--- src/rtl/hazard_pkg.sv ---
// Shared types and sizing for the SIMD issue scheduler.
// Register selects, the scoreboard geometry and the branch-tracking states live here.
package hazard_pkg;

   localparam int unsigned SEL_BITS  = 4;
   localparam int unsigned REG_COUNT = 2 ** SEL_BITS;
   localparam int unsigned CNT_W     = 2;
   localparam int unsigned STAT_W    = 16;

   typedef logic [SEL_BITS-1:0] sel_t;

   typedef enum logic [1:0] {
      StIdle,
      StBrEx,
      StBrMem
   } sched_state_t;

   typedef struct packed {
      logic valid;
      sel_t rs1;
      sel_t rs2;
      logic rs1_used;
      logic rs2_used;
      sel_t rd;
      logic wr;
      logic branch;
   } dec_req_t;

endpackage

--- src/rtl/hazard_sched_if.sv ---
// Signal bundle between the decode stage (master) and the issue scheduler (slave).
interface hazard_sched_if;
   import hazard_pkg::*;

   logic              dec_valid;
   sel_t              dec_rs1;
   sel_t              dec_rs2;
   logic              dec_rs1_used;
   logic              dec_rs2_used;
   sel_t              dec_rd;
   logic              dec_wr;
   logic              dec_branch;
   logic              br_taken;
   logic              wb_wr;
   sel_t              wb_rd;
   logic              hold_fd;
   logic              bubble_de;
   logic              flush_fd;
   logic              issue;
   logic              busy;
   logic              sb_err;
   logic [STAT_W-1:0] stall_cnt;

   modport master (
      output dec_valid, dec_rs1, dec_rs2, dec_rs1_used, dec_rs2_used, dec_rd, dec_wr,
             dec_branch, br_taken, wb_wr, wb_rd,
      input  hold_fd, bubble_de, flush_fd, issue, busy, sb_err, stall_cnt
   );

   modport slave (
      input  dec_valid, dec_rs1, dec_rs2, dec_rs1_used, dec_rs2_used, dec_rd, dec_wr,
             dec_branch, br_taken, wb_wr, wb_rd,
      output hold_fd, bubble_de, flush_fd, issue, busy, sb_err, stall_cnt
   );

endinterface

--- src/rtl/sb_counter.sv ---
// One scoreboard entry: saturating up/down count of in-flight writes to a register.
// err_o pulses for a retire from zero or an increment past the maximum.
module sb_counter
   import hazard_pkg::*;
#(
   parameter int unsigned Width = CNT_W
) (
   input  logic             clk_i,
   input  logic             rst_ni,
   input  logic             inc_i,
   input  logic             dec_i,
   output logic [Width-1:0] count_o,
   output logic             err_o
);

   logic [Width-1:0] count_q, count_d;

   always_comb begin
      count_d = count_q;
      err_o   = 1'b0;
      if (inc_i && !dec_i) begin
         if (&count_q) err_o = 1'b1;
         else          count_d = count_q + Width'(1);
      end else if (dec_i && !inc_i) begin
         if (count_q == '0) err_o = 1'b1;
         else               count_d = count_q - Width'(1);
      end
   end

   always_ff @(posedge clk_i) begin
      if (!rst_ni) count_q <= '0;
      else         count_q <= count_d;
   end

   assign count_o = count_q;

endmodule

--- src/rtl/hazard_sched.sv ---
// Issue scheduler beside decode: RAW scoreboard stall plus a hold while a PC-writing
// instruction travels to memory, with a wrong-path flush when the branch is taken.
module hazard_sched
   import hazard_pkg::*;
(
   input  logic           clk,
   input  logic           rst,
   hazard_sched_if.slave  bus
);

   dec_req_t                          req;
   sched_state_t                      state_q, state_d;
   logic                              sb_err_q, sb_err_d;
   logic [STAT_W-1:0]                 stall_cnt_q, stall_cnt_d;
   logic [REG_COUNT-1:0][CNT_W-1:0]   pend;
   logic [REG_COUNT-1:0]              inc_vec, dec_vec, cnt_err;
   logic                              valid, raw, stall, issue, br_err;

   assign req = '{valid:    bus.dec_valid,
                  rs1:      bus.dec_rs1,
                  rs2:      bus.dec_rs2,
                  rs1_used: bus.dec_rs1_used,
                  rs2_used: bus.dec_rs2_used,
                  rd:       bus.dec_rd,
                  wr:       bus.dec_wr,
                  branch:   bus.dec_branch};

   // Gating with rst keeps every pipe control quiet while reset is held.
   assign valid = req.valid & rst;
   assign raw   = (req.rs1_used & (pend[req.rs1] != '0)) |
                  (req.rs2_used & (pend[req.rs2] != '0));
   assign stall = valid & (raw | (state_q != StIdle));
   assign issue = valid & ~stall;

   for (genvar i = 0; i < REG_COUNT; i++) begin : g_cnt
      assign inc_vec[i] = issue & req.wr & (req.rd == sel_t'(i));
      assign dec_vec[i] = bus.wb_wr & (bus.wb_rd == sel_t'(i));

      sb_counter #(
         .Width (CNT_W)
      ) u_cnt (
         .clk_i   (clk),
         .rst_ni  (rst),
         .inc_i   (inc_vec[i]),
         .dec_i   (dec_vec[i]),
         .count_o (pend[i]),
         .err_o   (cnt_err[i])
      );
   end

   assign br_err = bus.br_taken & (state_q != StBrMem);

   always_comb begin
      state_d     = state_q;
      sb_err_d    = sb_err_q | (|cnt_err) | br_err;
      stall_cnt_d = stall_cnt_q;
      if (stall && !(&stall_cnt_q)) stall_cnt_d = stall_cnt_q + STAT_W'(1);
      unique case (state_q)
         StIdle:  if (issue && req.branch) state_d = StBrEx;
         StBrEx:  state_d = StBrMem;
         StBrMem: state_d = StIdle;
         default: state_d = StIdle;
      endcase
   end

   always_ff @(posedge clk) begin
      if (!rst) begin
         state_q     <= StIdle;
         sb_err_q    <= 1'b0;
         stall_cnt_q <= '0;
      end else begin
         state_q     <= state_d;
         sb_err_q    <= sb_err_d;
         stall_cnt_q <= stall_cnt_d;
      end
   end

   assign bus.hold_fd   = stall;
   assign bus.bubble_de = rst & (stall | ~req.valid);
   assign bus.flush_fd  = rst & (state_q == StBrMem) & bus.br_taken;
   assign bus.issue     = issue;
   assign bus.busy      = |pend;
   assign bus.sb_err    = sb_err_q;
   assign bus.stall_cnt = stall_cnt_q;

endmodule
--- src/flat_wrapper.sv ---
// flat-port wrapper written by rule: the top's interface ports become plain ports
module hazard_sched_flat import hazard_pkg::*;
  (clk, rst, bus_dec_valid, bus_dec_rs1, bus_dec_rs2, bus_dec_rs1_used, bus_dec_rs2_used, bus_dec_rd, bus_dec_wr, bus_dec_branch, bus_br_taken, bus_wb_wr, bus_wb_rd, bus_hold_fd, bus_bubble_de, bus_flush_fd, bus_issue, bus_busy, bus_sb_err, bus_stall_cnt);
  hazard_sched_if bus_i ();
  input  logic clk;
  input  logic rst;
  input wire logic [$bits(bus_i.dec_valid)-1:0] bus_dec_valid;
  input wire logic [$bits(bus_i.dec_rs1)-1:0] bus_dec_rs1;
  input wire logic [$bits(bus_i.dec_rs2)-1:0] bus_dec_rs2;
  input wire logic [$bits(bus_i.dec_rs1_used)-1:0] bus_dec_rs1_used;
  input wire logic [$bits(bus_i.dec_rs2_used)-1:0] bus_dec_rs2_used;
  input wire logic [$bits(bus_i.dec_rd)-1:0] bus_dec_rd;
  input wire logic [$bits(bus_i.dec_wr)-1:0] bus_dec_wr;
  input wire logic [$bits(bus_i.dec_branch)-1:0] bus_dec_branch;
  input wire logic [$bits(bus_i.br_taken)-1:0] bus_br_taken;
  input wire logic [$bits(bus_i.wb_wr)-1:0] bus_wb_wr;
  input wire logic [$bits(bus_i.wb_rd)-1:0] bus_wb_rd;
  output wire logic [$bits(bus_i.hold_fd)-1:0] bus_hold_fd;
  output wire logic [$bits(bus_i.bubble_de)-1:0] bus_bubble_de;
  output wire logic [$bits(bus_i.flush_fd)-1:0] bus_flush_fd;
  output wire logic [$bits(bus_i.issue)-1:0] bus_issue;
  output wire logic [$bits(bus_i.busy)-1:0] bus_busy;
  output wire logic [$bits(bus_i.sb_err)-1:0] bus_sb_err;
  output wire logic [$bits(bus_i.stall_cnt)-1:0] bus_stall_cnt;
  assign bus_i.dec_valid = bus_dec_valid;
  assign bus_i.dec_rs1 = bus_dec_rs1;
  assign bus_i.dec_rs2 = bus_dec_rs2;
  assign bus_i.dec_rs1_used = bus_dec_rs1_used;
  assign bus_i.dec_rs2_used = bus_dec_rs2_used;
  assign bus_i.dec_rd = bus_dec_rd;
  assign bus_i.dec_wr = bus_dec_wr;
  assign bus_i.dec_branch = bus_dec_branch;
  assign bus_i.br_taken = bus_br_taken;
  assign bus_i.wb_wr = bus_wb_wr;
  assign bus_i.wb_rd = bus_wb_rd;
  assign bus_hold_fd = bus_i.hold_fd;
  assign bus_bubble_de = bus_i.bubble_de;
  assign bus_flush_fd = bus_i.flush_fd;
  assign bus_issue = bus_i.issue;
  assign bus_busy = bus_i.busy;
  assign bus_sb_err = bus_i.sb_err;
  assign bus_stall_cnt = bus_i.stall_cnt;
  hazard_sched u_core (.clk(clk), .rst(rst), .bus(bus_i));
endmodule
--- config.mk ---
export PLATFORM = sky130hd
export DESIGN_NAME = hazard_sched_flat
export DESIGN_NICKNAME = d
export VERILOG_FILES = /design/src/rtl/hazard_pkg.sv /design/src/rtl/hazard_sched_if.sv /design/src/rtl/sb_counter.sv /design/src/rtl/hazard_sched.sv /design/src/flat_wrapper.sv
export SDC_FILE = /design/constraint.sdc
export NUM_CORES = 1
export LEC_CHECK = 0
export BUFFER_PORTS_ARGS = -buffer_cell sky130_fd_sc_hd__buf_2
export CORE_UTILIZATION = 59
export DETAILED_ROUTE_END_ITERATION = 10
export GPL_TIMING_DRIVEN = 0
export HOLD_SLACK_MARGIN = 0.05
export MAX_ROUTING_LAYER = met4
export PLACE_DENSITY_LB_ADDON = 0.3
export SLEW_MARGIN = 0
export SYNTH_ARGS = -nofsm -noshare
export SYNTH_HDL_FRONTEND = slang
export SYNTH_HIERARCHICAL = 1
export SYNTH_SLANG_ARGS = --single-unit
--- constraint.sdc ---
create_clock -name clk -period 7.9 [get_ports clk]
set_input_delay 0 -clock clk [delete_from_list [all_inputs] [get_ports clk]]
set_output_delay 0 -clock clk [all_outputs]
set_load 0.01 [all_outputs]
==> results of run 1 <==
through the flow:
stage               cell area (sq um)  utilization (%)  hold WS [ns]
detailed placement               4446            65.80        0.2079
floorplan                        4120                -       0.07747
finish                           4569            67.63        0.2233
global placement                 4446            65.80        0.2027
CTS                              4569            67.63        0.2281
global route                     4569            67.63        0.2632
cells by family after synthesis:
family,Yosys count,share of synthesized area (%)
multiplexers,15,4.555
adder cells (fa/ha/maj),33,10.02
flip-flops,51,24.78
AND/OR/NAND/NOR,234,32.40
AO/OA/AOI/OAI,143,21.53
buffers and inverters,67,6.711
critical path: stages, from the launching register on:
cell and delay (ns):
dfxtp_1 0.38, nor2_1 0.27, a21oi_1 0.12, mux4_2 0.49
a2111o_1 0.41, nor2_2 0.14, buf_6 0.16, nand2_4 0.07
buf_6 0.14, nor4_1 0.49, inv_1 0.10, ha_1 0.21
nor4b_1 0.13, a31o_1 0.18, or4_1 0.58, nor4_1 0.37
a21oi_1 0.11
power groups by stage:
stage | logic, uW | clock network (uW) | registers [uW]
after floorplan | 39.4 | 0 | 267
after global placement | 63.0 | 0 | 266
after detailed placement | 65.2 | 0 | 266
after CTS | 66.3 | 177 | 260
after global routing | 74.0 | 188 | 261
final | 66.9 | 173 | 260
worst paths after layout:
| path | start | endpoint | slack, ns |
|---|---|---|---|
| max reg2reg | u_core/g_cnt[15].u_cnt/count_o[0]$_SDFFE_PN0P_ | u_core/bus.sb_err$_SDFF_PN0_ | 3.42 |
| min reg2reg | u_core/state_q[1]$_SDFFE_PN0P_ | u_core/state_q[1]$_SDFFE_PN0P_ | 0.46 |
| max | u_core/g_cnt[15].u_cnt/count_o[0]$_SDFFE_PN0P_ | u_core/bus.sb_err$_SDFF_PN0_ | 3.42 |
| min | bus_dec_rs2_used | u_core/bus.stall_cnt[7]$_SDFFE_PN0P_ | 0.22 |
flip-flops by register name, indices dropped and copies added, names as in the netlist:
signal                      count
u_core/bus.stall_cnt           16
u_core/state_q                  2
u_core/bus.sb_err               1
u_core/g_cnt.u_cnt/count_o     32
synthesized netlist by cell type, drive strengths merged, types with 2 or more instances:
cell type | number | area (sq um)
a2111oi | 3 | 32.53
a21boi | 16 | 120.1
a21oi | 28 | 140.1
a31o | 16 | 140.1
a31oi | 18 | 112.6
and2 | 3 | 20.02
and3 | 25 | 176.4
and4 | 2 | 17.52
buf | 7 | 51.30
clkbuf | 3 | 11.26
dfxtp | 51 | 1021
ha | 33 | 412.9
inv | 57 | 214.0
mux2i | 12 | 120.1
mux4 | 3 | 67.56
nand2 | 43 | 168.9
nand2b | 12 | 75.07
nand3 | 7 | 35.03
nand3b | 2 | 15.01
nand4 | 5 | 31.28
nor2 | 54 | 205.2
nor2b | 16 | 140.1
nor3 | 17 | 90.09
nor4 | 18 | 112.6
nor4b | 18 | 157.7
o21ai | 53 | 265.3
o221ai | 2 | 17.52
o31ai | 2 | 15.01
or2 | 2 | 12.51
or4 | 5 | 37.54
layout make-up:
cell class                 instances  share of cell area (%)
timing repair buffer              47                   5.367
tap                               80                   2.191
buffer                            10                   1.369
sequential                        51                   22.34
clock buffer                       7                   2.108
inverter                          57                   4.682
multi-input combinational        425                   61.77
clock inverter                     1                  0.1643
routing by layer:
layer / global-route usage, % / part of all wire [%] / vias to the layer above
li1: - / - / 2075
met1: 37.08 / 45 / 1933
met2: 49.38 / 48 / 115
met3: 3.272 / 5.1 / 14
met4: 6.667 / 1.3 / 0
met5: - / 0 / -
repair_timing:
item                                   CTS  global route
endpoints found under the hold margin    2             0
hold buffers                             2             0
buffers inserted                         0             0
cell usage in the layout (no fill, tap or decap), types with 9 or more instances in the layout:
cell type	count
and3_1	9
nor2_1	53
nor4_1	18
nand2_1	42
a31o_1	16
and3_2	16
nor2b_2	16
ha_1	33
a21boi_1	16
nor4b_1	18
a21oi_1	28
inv_1	57
buf_2	47
nand2b_1	12
o21ai_1	32
dfxtp_1	51
nor3_1	16
a31oi_1	18
mux2i_1	12
o21ai_0	21
==> reports/qor.csv, run 1 <==
stage,metric,value,unit
outcome,status,"finished, final reports clean",
min_path,hold_path.class,in2reg,
sta,worst_slack,3.417,ns
clock_tree,clkLatencyLatePin,0.31,ns
pwr,power_density,109.5,nW/um^2
setup_path,r2r_cells,16,
routing,wire_per_inst,14.70,um
finish,final_nets,655,
sta,setup_viol_count_final,0,
die,die_area,7321,sq um
finish,diodes,0,
setup_path,arrival,4.68,ns
die,core_region_area,6756,sq um
sta,final.period_utilization,56.75,%
synth,synthFlopType,dfxtp_1,
finish,area_growth,10.90,%
die,io_pins,47,
grt,grt_use_total,29.00,%
run,cap_violations,0,
pwr,p_leak,0.001667,uW
pwr,p_switching,135.4,uW
sta,rsz0062_at_grt,false,
routing,drtIter0Drc,243,
synth,synth_area_per_cell,7.588,sq um
clock_tree,clk_pin_slew,0.10,ns
finish,multi_input_area,2823,sq um
sta,hold_viol_final,0,
setup_path,worstSetupStartpointType,register,
placement,place.gp.congestion,0.8858,
sta,worst_pin_slew,1.016,ns
synth,yosys_register_bits,51,
clock_tree,ctsResizeCount,0,
die,row_count,30,
setup_path,critical_path_class,reg2reg,
setup_path,path_max_fanout,10,
clock_tree,cts_sinks,51,
min_path,worstHoldPathCells,6,
synth,synth_cells,543,
die,die_x,85.57,um
routing,drt-pass1-iter-count,5,
synth,ys_types,49,
clock_tree,cts_buffers,5,
grt,grt_pass1_wl,16710,um
pwr,p_seq_share,52.0,%
pwr,p_comb_share,13.4,%
clock_tree,cts-root-buf,clkbuf_8,
synth,synth_fp_nets,601,
synth,synthArstFlopShare,0,%
grt,grt-ovfl-total,0,
grt,antenna_found_initial,0,
clock_tree,ctsLongestPathBuffers,2,
grt,grt_pass1_vias,3586,
clock_tree,cts_tree,done,
synth,ys_warn_count,6,
die,start_util,60.98,%
routing,vias_per_cell,6.102,
synth,synth_area,4120,sq um
pwr,clock_power_share,34.6,%
setup_path,cp-end-kind,register,
routing,vias,4137,
sta,clock.fmax,0.2231,GHz
sta,tns,0,ns
sta,fin_crit,4.483,ns
pwr,swShare,27.06,%
die,die_h,85.57,um
routing,wl,9965,um
pwr,internal_power,365.1,uW
pwr,ir_drop,0.05680,mV
finish,finalNonFillerCells,678,
pwr,power,500.6,uW
synth,synth-edff-count,0,
sta,finClkSkew,0.007729,ns
grt,grt_max_degree,68,
clock_tree,cts-htree-levels,2,
sta,slew_violations,0,
placement,dp.cells,668,
finish,drive_above_1_share,16.89,%
setup_path,crit_required,8.09,ns
finish,nFillCells,592,
placement,place.port_buffers,45,
routing,drc,0,
finish,seq_area,1021,sq um
placement,pre_cts_slack,3.458,ns
sta,relSlewSlack,32.27,%
placement,hpwl,7532,um
routing,ant_nets,0,
synth,seq_area_frac_synth,24.78,%
Power figures use the tool's default switching activity.
==> run 2, diff against run 1 <==
==> constraint.sdc (replaced) <==
create_clock -name clk -period 4.45 [get_ports clk]
set_input_delay 0 -clock clk [delete_from_list [all_inputs] [get_ports clk]]
set_output_delay 0 -clock clk [all_outputs]
set_load 0.01 [all_outputs]
==> run 2 against run 1 <==
Against the previous run:
- flip-flop and latch count did not move
- critical path depth did not move
- sequential power rose by 78%
- largest power group unchanged
- die area did not move
- total power rose by 78%
- critical path type unchanged
- setup slack got worse by 3.2 ns
- final area rose by 0.60%
- clock-buffer cell count did not move
==> reports/qor.csv, run 2 (synthesis gave the netlist of run 1 again) <==
stage,metric,value,unit,change
sta,fin_crit,4.221,ns,-0.2617 ns
pwr,p_comb_share,13.5,%,about the same
finish,final_core_util,68.04,%,+0.41 points
pwr,power,888.7,uW,+78%
pwr,swShare,27.01,%,-0.048 points
sta,tns,0,ns,unchanged
routing,vias,4122,,-0.36%
setup_path,cp-end-kind,register,,
sta,clock.fmax,0.2369,GHz,+6.2%
setup_path,r2r-end,u_core/bus.sb_err$_SDFF_PN0_,,
placement,place.gp.congestion,0.8858,,unchanged
placement,place.port_buffers,45,,unchanged
run,cap_violations,0,,unchanged
grt,grt-ovfl-total,0,,unchanged
finish,area_growth,11.57,%,
sta,hold_viol_final,0,,unchanged
clock_tree,clkLatencyLatePin,0.31,ns,about the same
finish,layout_commonest_cell,inv_1,,
clock_tree,clk_pin_slew,0.10,ns,about the same
finish,drive_above_1_share,17.73,%,+0.84 points
clock_tree,cts_tree,done,,
min_path,hold_start,bus_dec_rs2_used,,
pwr,power_density,193.3,nW/um^2,+76%
die,die_h,85.57,um,unchanged
min_path,worstHoldPathCells,6,,unchanged
clock_tree,ctsLongestPathBuffers,2,,unchanged
clock_tree,cts_sinks,51,,unchanged
setup_path,rrSetupSlack,0.23,ns,-3.19 ns
grt,grt_use_total,29.00,%,unchanged
sta,finClkSkew,0.008876,ns,+0.001147 ns
pwr,p_seq_share,52.0,%,about the same
placement,dp.cells,668,,unchanged
routing,wire_per_inst,14.64,um,-0.36%
sta,setup_viol_count_final,0,,unchanged
pwr,p_switching,240.0,uW,+77%
outcome,status,"finished, final reports clean",,
clock_tree,cts-root-buf,clkbuf_8,,
clock_tree,cts-htree-levels,2,,unchanged
sta,worst_pin_slew,1.023,ns,+0.006735 ns
clock_tree,cts_buffers,5,,unchanged
setup_path,worstSetupStartpointType,register,,
routing,drc,0,,unchanged
grt,use_met1,37.26,%,+0.18 points
finish,diodes,0,,unchanged
sta,relSlewSlack,31.82,%,-0.45 points
sta,rsz0062_at_grt,false,,
die,row_count,30,,unchanged
setup_path,critical_path_class,reg2reg,,
grt,gr-usage-met3,2.984,%,-0.29 points
pwr,internal_power,648.6,uW,+78%
die,start_util,60.98,%,unchanged
finish,nFillCells,586,,-1.0%
grt,use_met2,49.45,%,+0.073 points
routing,drt-pass1-iter-count,5,,unchanged
setup_path,crit_required,4.64,ns,-3.45 ns
routing,drtIter0Drc,315,,+30%
die,die_x,85.57,um,unchanged
sta,final.period_utilization,94.86,%,+38 points
grt,grt_max_degree,68,,unchanged
routing,wl,9929,um,-0.36%
grt,grt_busiest_layer,met2,,
finish,finalNonFillerCells,678,,unchanged
grt,antenna_found_initial,0,,unchanged
finish,final_nets,655,,unchanged
min_path,hold_path.class,in2reg,,
pwr,ir_drop,0.09974,mV,+76%
sta,slew_violations,0,,unchanged
die,die_area,7321,sq um,unchanged
setup_path,path_max_fanout,10,,unchanged
finish,seq_area,1021,sq um,unchanged
min_path,hold_end,u_core/bus.stall_cnt[7]$_SDFFE_PN0P_,,
pwr,p_leak,0.001670,uW,+0.17%
die,core_region_area,6756,sq um,unchanged
finish,final_cell_mix,"inv_1, nor2_1, dfxtp_1",,
setup_path,arrival,4.41,ns,-0.27 ns
setup_path,r2r_cells,16,,unchanged
finish,multi_input_area,2850,sq um,+0.97%
grt,grt_pass1_wl,16720,um,about the same
routing,ant_nets,0,,unchanged
finish,largest_reg_flops,32,,unchanged
pwr,clock_power_share,34.5,%,about the same
placement,hpwl,7532,um,unchanged
die,io_pins,47,,unchanged
setup_path,reg2reg_from,u_core/g_cnt[15].u_cnt/count_o[0]$_SDFFE_PN0P_,,
routing,vias_per_cell,6.080,,-0.36%
grt,grt_pass1_vias,3582,,-0.11%
## run 2: power by group through the flow
stage	Sequential [uW]	Combinational, uW	Clock (uW)
2_1_floorplan	473	70.0	0
3_5_place_dp	473	116	0
5_1_grt	463	133	333
3_3_place_gp	472	112	0
4_1_cts	462	118	315
6_report	462	120	306
## run 2: stage by stage
stage	area (sq um)	setup WS, ns	hold slack, ns
finish	4597	0.2285	0.2220
global route	4597	0.04392	0.2632
CTS	4576	0.06222	0.2281
detailed placement	4446	0.008460	0.2079
global placement	4446	0.04254	0.2027
floorplan	4120	0.7707	0.07747
## run 2: area by class of cell
class | count | share of cell area [%]
buffer | 10 | 1.361
multi-input combinational | 425 | 62.00
timing repair buffer | 47 | 5.335
clock inverter | 1 | 0.1633
tap | 80 | 2.177
clock buffer | 7 | 2.096
inverter | 57 | 4.654
sequential | 51 | 22.21
## run 2: critical path, cell delays in order, from the launching register on
cell      delay [ns]
dfxtp_1         0.38
nor2_1          0.25
a21oi_1         0.11
mux4_2          0.49
a2111o_1        0.41
nor2_2          0.14
buf_6           0.16
nand2_4         0.07
buf_6           0.14
nor4_2          0.36
inv_1           0.08
ha_1            0.20
nor4b_1         0.13
a31o_1          0.18
or4_1           0.59
nor4_2          0.29
a21oi_1         0.10
## run 2: layer usage
| metal | up-vias | share of wire [%] |
|---|---|---|
| li1 | 2074 | - |
| met1 | 1940 | 45 |
| met2 | 98 | 49 |
| met3 | 10 | 4.7 |
| met4 | 0 | 1.2 |
| met5 | - | 0 |
## run 2: timing repair
action | CTS | global route
pin swaps | 0 | 0
setup endpoints to repair | 1 | 1
gates resized for setup | 1 | 4
endpoints found under the hold margin | 2 | 0
setup buffers | 0 | 0
hold buffers | 2 | 0
## run 2: worst max path at each step
stage,endpoint,startpoint,depth (start not counted)
after CTS,u_core/bus.sb_err$_SDFF_PN0_,u_core/g_cnt[13].u_cnt/count_o[0]$_SDFFE_PN0P_,16
final,u_core/bus.sb_err$_SDFF_PN0_,u_core/g_cnt[15].u_cnt/count_o[0]$_SDFFE_PN0P_,16
after detailed placement,u_core/bus.sb_err$_SDFF_PN0_,u_core/g_cnt[13].u_cnt/count_o[0]$_SDFFE_PN0P_,16
after global placement,u_core/bus.sb_err$_SDFF_PN0_,u_core/g_cnt[13].u_cnt/count_o[0]$_SDFFE_PN0P_,16
after floorplan,u_core/bus.sb_err$_SDFF_PN0_,u_core/g_cnt[15].u_cnt/count_o[0]$_SDFFE_PN0P_,16
after global routing,u_core/bus.sb_err$_SDFF_PN0_,u_core/g_cnt[15].u_cnt/count_o[0]$_SDFFE_PN0P_,16
